`src/rtl/tomasulo_exe.sv`:
```
// Shared Tomasulo types plus the fixed-latency integer execution pipe that
// sits behind the reservation station and drives one reserved CDB slot.
package tomasulo_pkg;
    localparam int unsigned WORD_W  = 32;
    localparam int unsigned IMM_W   = 16;
    localparam int unsigned TAG_W   = 4;
    localparam int unsigned ROBID_W = 5;

    typedef logic [WORD_W-1:0]  word_t;
    typedef logic [IMM_W-1:0]   imm_t;
    typedef logic [TAG_W-1:0]   tag_t;
    typedef logic [ROBID_W-1:0] robid_t;

    typedef enum logic [3:0] {
        OP_ADD  = 4'd0,
        OP_SUB  = 4'd1,
        OP_AND  = 4'd2,
        OP_OR   = 4'd3,
        OP_XOR  = 4'd4,
        OP_SLL  = 4'd5,
        OP_SRL  = 4'd6,
        OP_ADDI = 4'd7,
        OP_MOVI = 4'd8
    } opcode_t;

    typedef struct packed {
        opcode_t      op;
        word_t [1:0]  rdata;
        imm_t         imm;
        tag_t         tag;
        robid_t       robid;
    } issue_t;

    typedef struct packed {
        logic  vld;
        tag_t  tag;
        word_t wdata;
    } cdb_t;
endpackage

module tomasulo_exe
    import tomasulo_pkg::*;
#(
    parameter int unsigned LATENCY_N = 2,
    parameter int unsigned W         = 32
) (
    input  logic                                 clk,
    input  logic                                 rst,
    input  logic                                 iss_vld_r,
    input  issue_t                               iss_r,
    input  logic                                 flush,
    output cdb_t                                 cdb_r,
    output logic                                 cmp_vld_r,
    output robid_t                               cmp_robid_r,
    output logic                                 busy_r,
    output logic [$clog2(LATENCY_N+1)-1:0]       occ_r
);
    localparam int unsigned SHW   = $clog2(W);
    localparam int unsigned OCC_W = $clog2(LATENCY_N + 1);

    word_t                    alu_a;
    word_t                    alu_b;
    word_t                    imm_sx;
    logic [SHW-1:0]           shamt;
    word_t                    alu_res;

    logic [LATENCY_N-1:0]     vld_d,   vld_q;
    word_t  [LATENCY_N-1:0]   res_d,   res_q;
    tag_t   [LATENCY_N-1:0]   tag_d,   tag_q;
    robid_t [LATENCY_N-1:0]   robid_d, robid_q;
    logic [OCC_W-1:0]         occ_d,   occ_q;
    logic                     busy_d,  busy_q;

    always_comb begin
        alu_a   = iss_r.rdata[0];
        alu_b   = iss_r.rdata[1];
        imm_sx  = {{(WORD_W-IMM_W){iss_r.imm[IMM_W-1]}}, iss_r.imm};
        shamt   = alu_b[SHW-1:0];
        alu_res = '0;
        case (iss_r.op)
            OP_ADD:  alu_res = alu_a + alu_b;
            OP_SUB:  alu_res = alu_a - alu_b;
            OP_AND:  alu_res = alu_a & alu_b;
            OP_OR:   alu_res = alu_a | alu_b;
            OP_XOR:  alu_res = alu_a ^ alu_b;
            OP_SLL:  alu_res = alu_a << shamt;
            OP_SRL:  alu_res = alu_a >> shamt;
            OP_ADDI: alu_res = alu_a + imm_sx;
            OP_MOVI: alu_res = imm_sx;
            default: alu_res = '0;
        endcase
    end

    // Payload loads only when its stage receives a valid op, so flushed or idle slots hold.
    always_comb begin
        vld_d[0] = iss_vld_r;
        for (int unsigned i = 1; i < LATENCY_N; i++) begin
            vld_d[i] = vld_q[i-1];
        end
        if (flush) begin
            vld_d = '0;
        end

        res_d[0]   = vld_d[0] ? alu_res     : res_q[0];
        tag_d[0]   = vld_d[0] ? iss_r.tag   : tag_q[0];
        robid_d[0] = vld_d[0] ? iss_r.robid : robid_q[0];
        for (int unsigned i = 1; i < LATENCY_N; i++) begin
            res_d[i]   = vld_d[i] ? res_q[i-1]   : res_q[i];
            tag_d[i]   = vld_d[i] ? tag_q[i-1]   : tag_q[i];
            robid_d[i] = vld_d[i] ? robid_q[i-1] : robid_q[i];
        end

        occ_d = '0;
        for (int unsigned i = 0; i < LATENCY_N; i++) begin
            occ_d = occ_d + OCC_W'(vld_d[i]);
        end
        busy_d = (occ_d != '0);
    end

    always_ff @(posedge clk) begin
        if (rst) begin
            vld_q  <= '0;
            occ_q  <= '0;
            busy_q <= 1'b0;
        end else begin
            vld_q  <= vld_d;
            occ_q  <= occ_d;
            busy_q <= busy_d;
        end
        res_q   <= res_d;
        tag_q   <= tag_d;
        robid_q <= robid_d;
    end

    assign cdb_r       = '{vld: vld_q[LATENCY_N-1], tag: tag_q[LATENCY_N-1], wdata: res_q[LATENCY_N-1]};
    assign cmp_vld_r   = vld_q[LATENCY_N-1];
    assign cmp_robid_r = robid_q[LATENCY_N-1];
    assign busy_r      = busy_q;
    assign occ_r       = occ_q;
endmodule

```
`config.mk`:
```
export PLATFORM = sky130hd
export DESIGN_NAME = tomasulo_exe
export DESIGN_NICKNAME = d
export VERILOG_FILES = /design/src/rtl/tomasulo_exe.sv
export SDC_FILE = /design/constraint.sdc
export NUM_CORES = 1
export LEC_CHECK = 0
export CELL_PAD_IN_SITES_DETAIL_PLACEMENT = 0
export CELL_PAD_IN_SITES_GLOBAL_PLACEMENT = 2
export CORE_MARGIN = 4
export CORE_UTILIZATION = 25
export DETAILED_ROUTE_END_ITERATION = 12
export PLACE_DENSITY = 0.63
export SETUP_SLACK_MARGIN = 0.02
export SLEW_MARGIN = 20
export SYNTH_ARGS = -nofsm -noshare
export SYNTH_HDL_FRONTEND = slang
export SYNTH_SLANG_ARGS = --single-unit
```
`constraint.sdc`:
```
create_clock -name clk -period 6.6 [get_ports clk]
set_clock_uncertainty 0.2 [all_clocks]
set_input_delay 1.32 -clock clk [delete_from_list [all_inputs] [get_ports clk]]
set_output_delay 1.32 -clock clk [all_outputs]
set_load 0.005 [all_outputs]
```
==> flow_summary.json <==
{
  "drt-pass1-iter-count": 6,
  "path_clk_slew_ns": 0.07,
  "criticalPathCategory": "in -> reg",
  "worst_slew_pin_slew_ns": 0.999,
  "tns_ns": 0,
  "netlist_instances": 1207,
  "power.leakage_nw": 4.82,
  "grt_pass1_vias": 10210,
  "cp_slowest_cell": "or4_4",
  "drt-wirelength-per-cell_um": 25.4,
  "antenna_found_initial": 0,
  "die-area_mm2": 0.0467,
  "synth_nets": 1410,
  "r2r_start": "vld_q[0]",
  "holdCritStartpoint": "res_q[12]",
  "peakVddDrop_mv": 0.129,
  "async_reset_ff_frac": 0,
  "avgSynthCellArea_um2": 8.98,
  "cts_tree": "done",
  "report.final.setup_viol": 0,
  "combPwrFrac": 0.404,
  "grt_pass1_wl_mm": 69.8,
  "numCtsBuffers": 9,
  "startpoint": "iss_r[57]",
  "cts_buffer_depth": 2,
  "ys_dominant_reg_cell": "edfxtp_1",
  "drc_errors": 0,
  "layout.nets": 1483,
  "crit_fanout": 5,
  "finalCriticalPeriod_ns": 6.02,
  "die_x_um": 216,
  "startpoint_type": "input port",
  "routabilityCongestion": 0.931,
  "worst_slew_margin_rel": 0.327,
  "worst_path_largest_cell_delay_ns": 0.47,
  "ant_nets": 0,
  "final_util": 0.303,
  "pin_count": 143,
  "hold_path_class": "reg -> reg",
  "gr-usage-all-layers": 0.199,
  "r2r_slack_ns": 4.82,
  "p_seq_frac": 0.330,
  "status": "finished clean",
  "finalHoldViolations": 0,
  "critPathCaptureType": "flip-flop",
  "cts_hold_buf": 0,
  "cap_violations": 0,
  "dpl.hpwl_mm": 36.6,
  "switchingPower_w": 0.000723,
  "synth-edff-count": 82,
  "final_common_cell": "clkdlybuf4s50_1",
  "vias": 10420,
  "ys_types": 71,
  "fin_crit_sh": 0.912,
  "grt_start_max_net_pins": 61,
  "path_cells": "buf_4 > inv_1 > ha_1 > or3b_4 > or4_4 > or3_4 > or3_1 > or3_1 > a221o_1 > ha_1 > a21oi_1 > o211ai_1 > a21oi_1 > o21ai_0 > a211oi_1 > buf_4 > xor2_1 > o21ai_0",
  "core-area_mm2": 0.0430,
  "io_buffers": 142,
  "rsz0062_at_grt": "false",
  "arrival_ns": 5.91,
  "cp.required_ns": 6.49,
  "cts_root_buf": "clkbuf_16",
  "slew_viol_final": 0,
  "drive_gt1_frac": 0.121,
  "final_cell_mix": "139 x clkdlybuf4s50_1, 113 x nor2_1, 105 x ha_1, 92 x nand2_1, 82 x edfxtp_1",
  "max_freq_ghz": 0.166,
  "start_util": 0.252,
  "wirelength_mm": 47.6,
  "postCtsSetupRepairBufs": 0,
  "chipHeight_um": 216,
  "h-tree-depth": 3,
  "area_growth_pct": 20.0,
  "ys_seq_area_frac": 0.236,
  "internal_power_w": 0.00125,
  "cts_sinks": 87,
  "pwr_density_cell_mw_per_mm2": 152,
  "overflow": 0,
  "rows": 76,
  "cts_resized": 0,
  "ys_ff_latch": 87,
  "swShare": 0.366,
  "ys_warn_count": 0,
  "clk_latency_ns": 0.37,
  "power.clock.fraction": 0.266,
  "drt-initial-drc-count": 888,
  "viasPerCell": 5.57,
  "syn-cell-area_mm2": 0.0108
}
==> synthesized netlist by cell type, drive strengths merged, types with 17 or more instances <==
library cell  instances  area share
o21ai                80       0.037
nand2                92       0.032
o211ai               22       0.015
inv                  75       0.026
mux2i                31       0.029
a221oi               20       0.016
edfxtp               82        0.23
mux4                 63        0.13
nor2                113       0.039
or3                  21       0.013
buf                  58       0.037
a21oi                66       0.030
nor3                 36       0.017
clkbuf               64       0.022
nand3                17      0.0079
ha                  105        0.12
a221o                20       0.018
o311ai               17       0.014
==> logic make-up after synthesis <==
kind of cell,after synthesis,synth area share
flops,87,0.236
compound gates,341,0.215
simple gates,354,0.157
buf+inv,198,0.0852
mux,103,0.169
fa+ha+maj,106,0.123
xor+xnor,18,0.0145
==> registers in the layout, indices dropped and copies added, names as in the netlist <==
| name | count |
|---|---|
| cdb_r | 36 |
| res_q | 32 |
| cmp_robid_r | 5 |
| robid_q | 5 |
| tag_q | 4 |
| occ_r | 2 |
| vld_q | 2 |
| busy_r | 1 |
==> final cells by class <==
| cell class | instances | area, um2 |
|---|---|---|
| clock buffer | 11 | 233 |
| antenna | 1 | 2.50 |
| sequential | 87 | 2560 |
| fill | 4642 | 30000 |
| multi-input combinational | 922 | 7420 |
| clock inverter | 5 | 51.3 |
| timing repair buffer | 184 | 1720 |
| tap | 585 | 732 |
| inverter | 76 | 285 |
==> per-layer routing <==
metal  GRT usage  vias up  part of all wire  wire length (um)
met3      0.0386       63             0.069              3300
met1       0.275     5204              0.45             21500
li1            -     4762                 -                 -
met4      0.0625        0             0.029              1370
met2       0.314      391              0.45             21400
met5           0        -                 0                 0
==> per-stage QoR <==
step	hold WS (ns)	instances	instance area (um2)	setup slack, ns	power (W)
global route	0.224	1870	13000	0.309	0.00208
detailed placement	0.205	1854	12700	0.207	0.00145
floorplan	0.200	1207	10900	0.0296	0.00112
global placement	0.201	1854	12700	0.287	0.00145
CTS	0.220	1870	13000	0.603	0.00199
finish	0.217	1871	13000	0.580	0.00197
==> worst max-delay path, delay by kind of cell <==
family | cells | cell delay [ns]
simple gates | 5 | 1.95
compound gates | 7 | 1.62
buf+inv | 3 | 0.45
fa+ha+maj | 2 | 0.43
xor+xnor | 1 | 0.13
==> power groups by stage <==
stage,logic (W),clock network [W],registers [W]
after floorplan,0.000466,0,0.000657
after global placement,0.000789,0,0.000663
after global routing,0.000866,0.000564,0.000653
after CTS,0.000791,0.000551,0.000651
after detailed placement,0.000788,0,0.000664
final,0.000799,0.000525,0.000651
==> final timing paths <==
kind | end | cells after the start
hold / removal | cdb_r[12] | 0
setup reg to reg | occ_r[1] | 4
hold reg to reg | cdb_r[12] | 0
setup / recovery | res_q[26] | 18
Power figures use the tool's default switching activity.
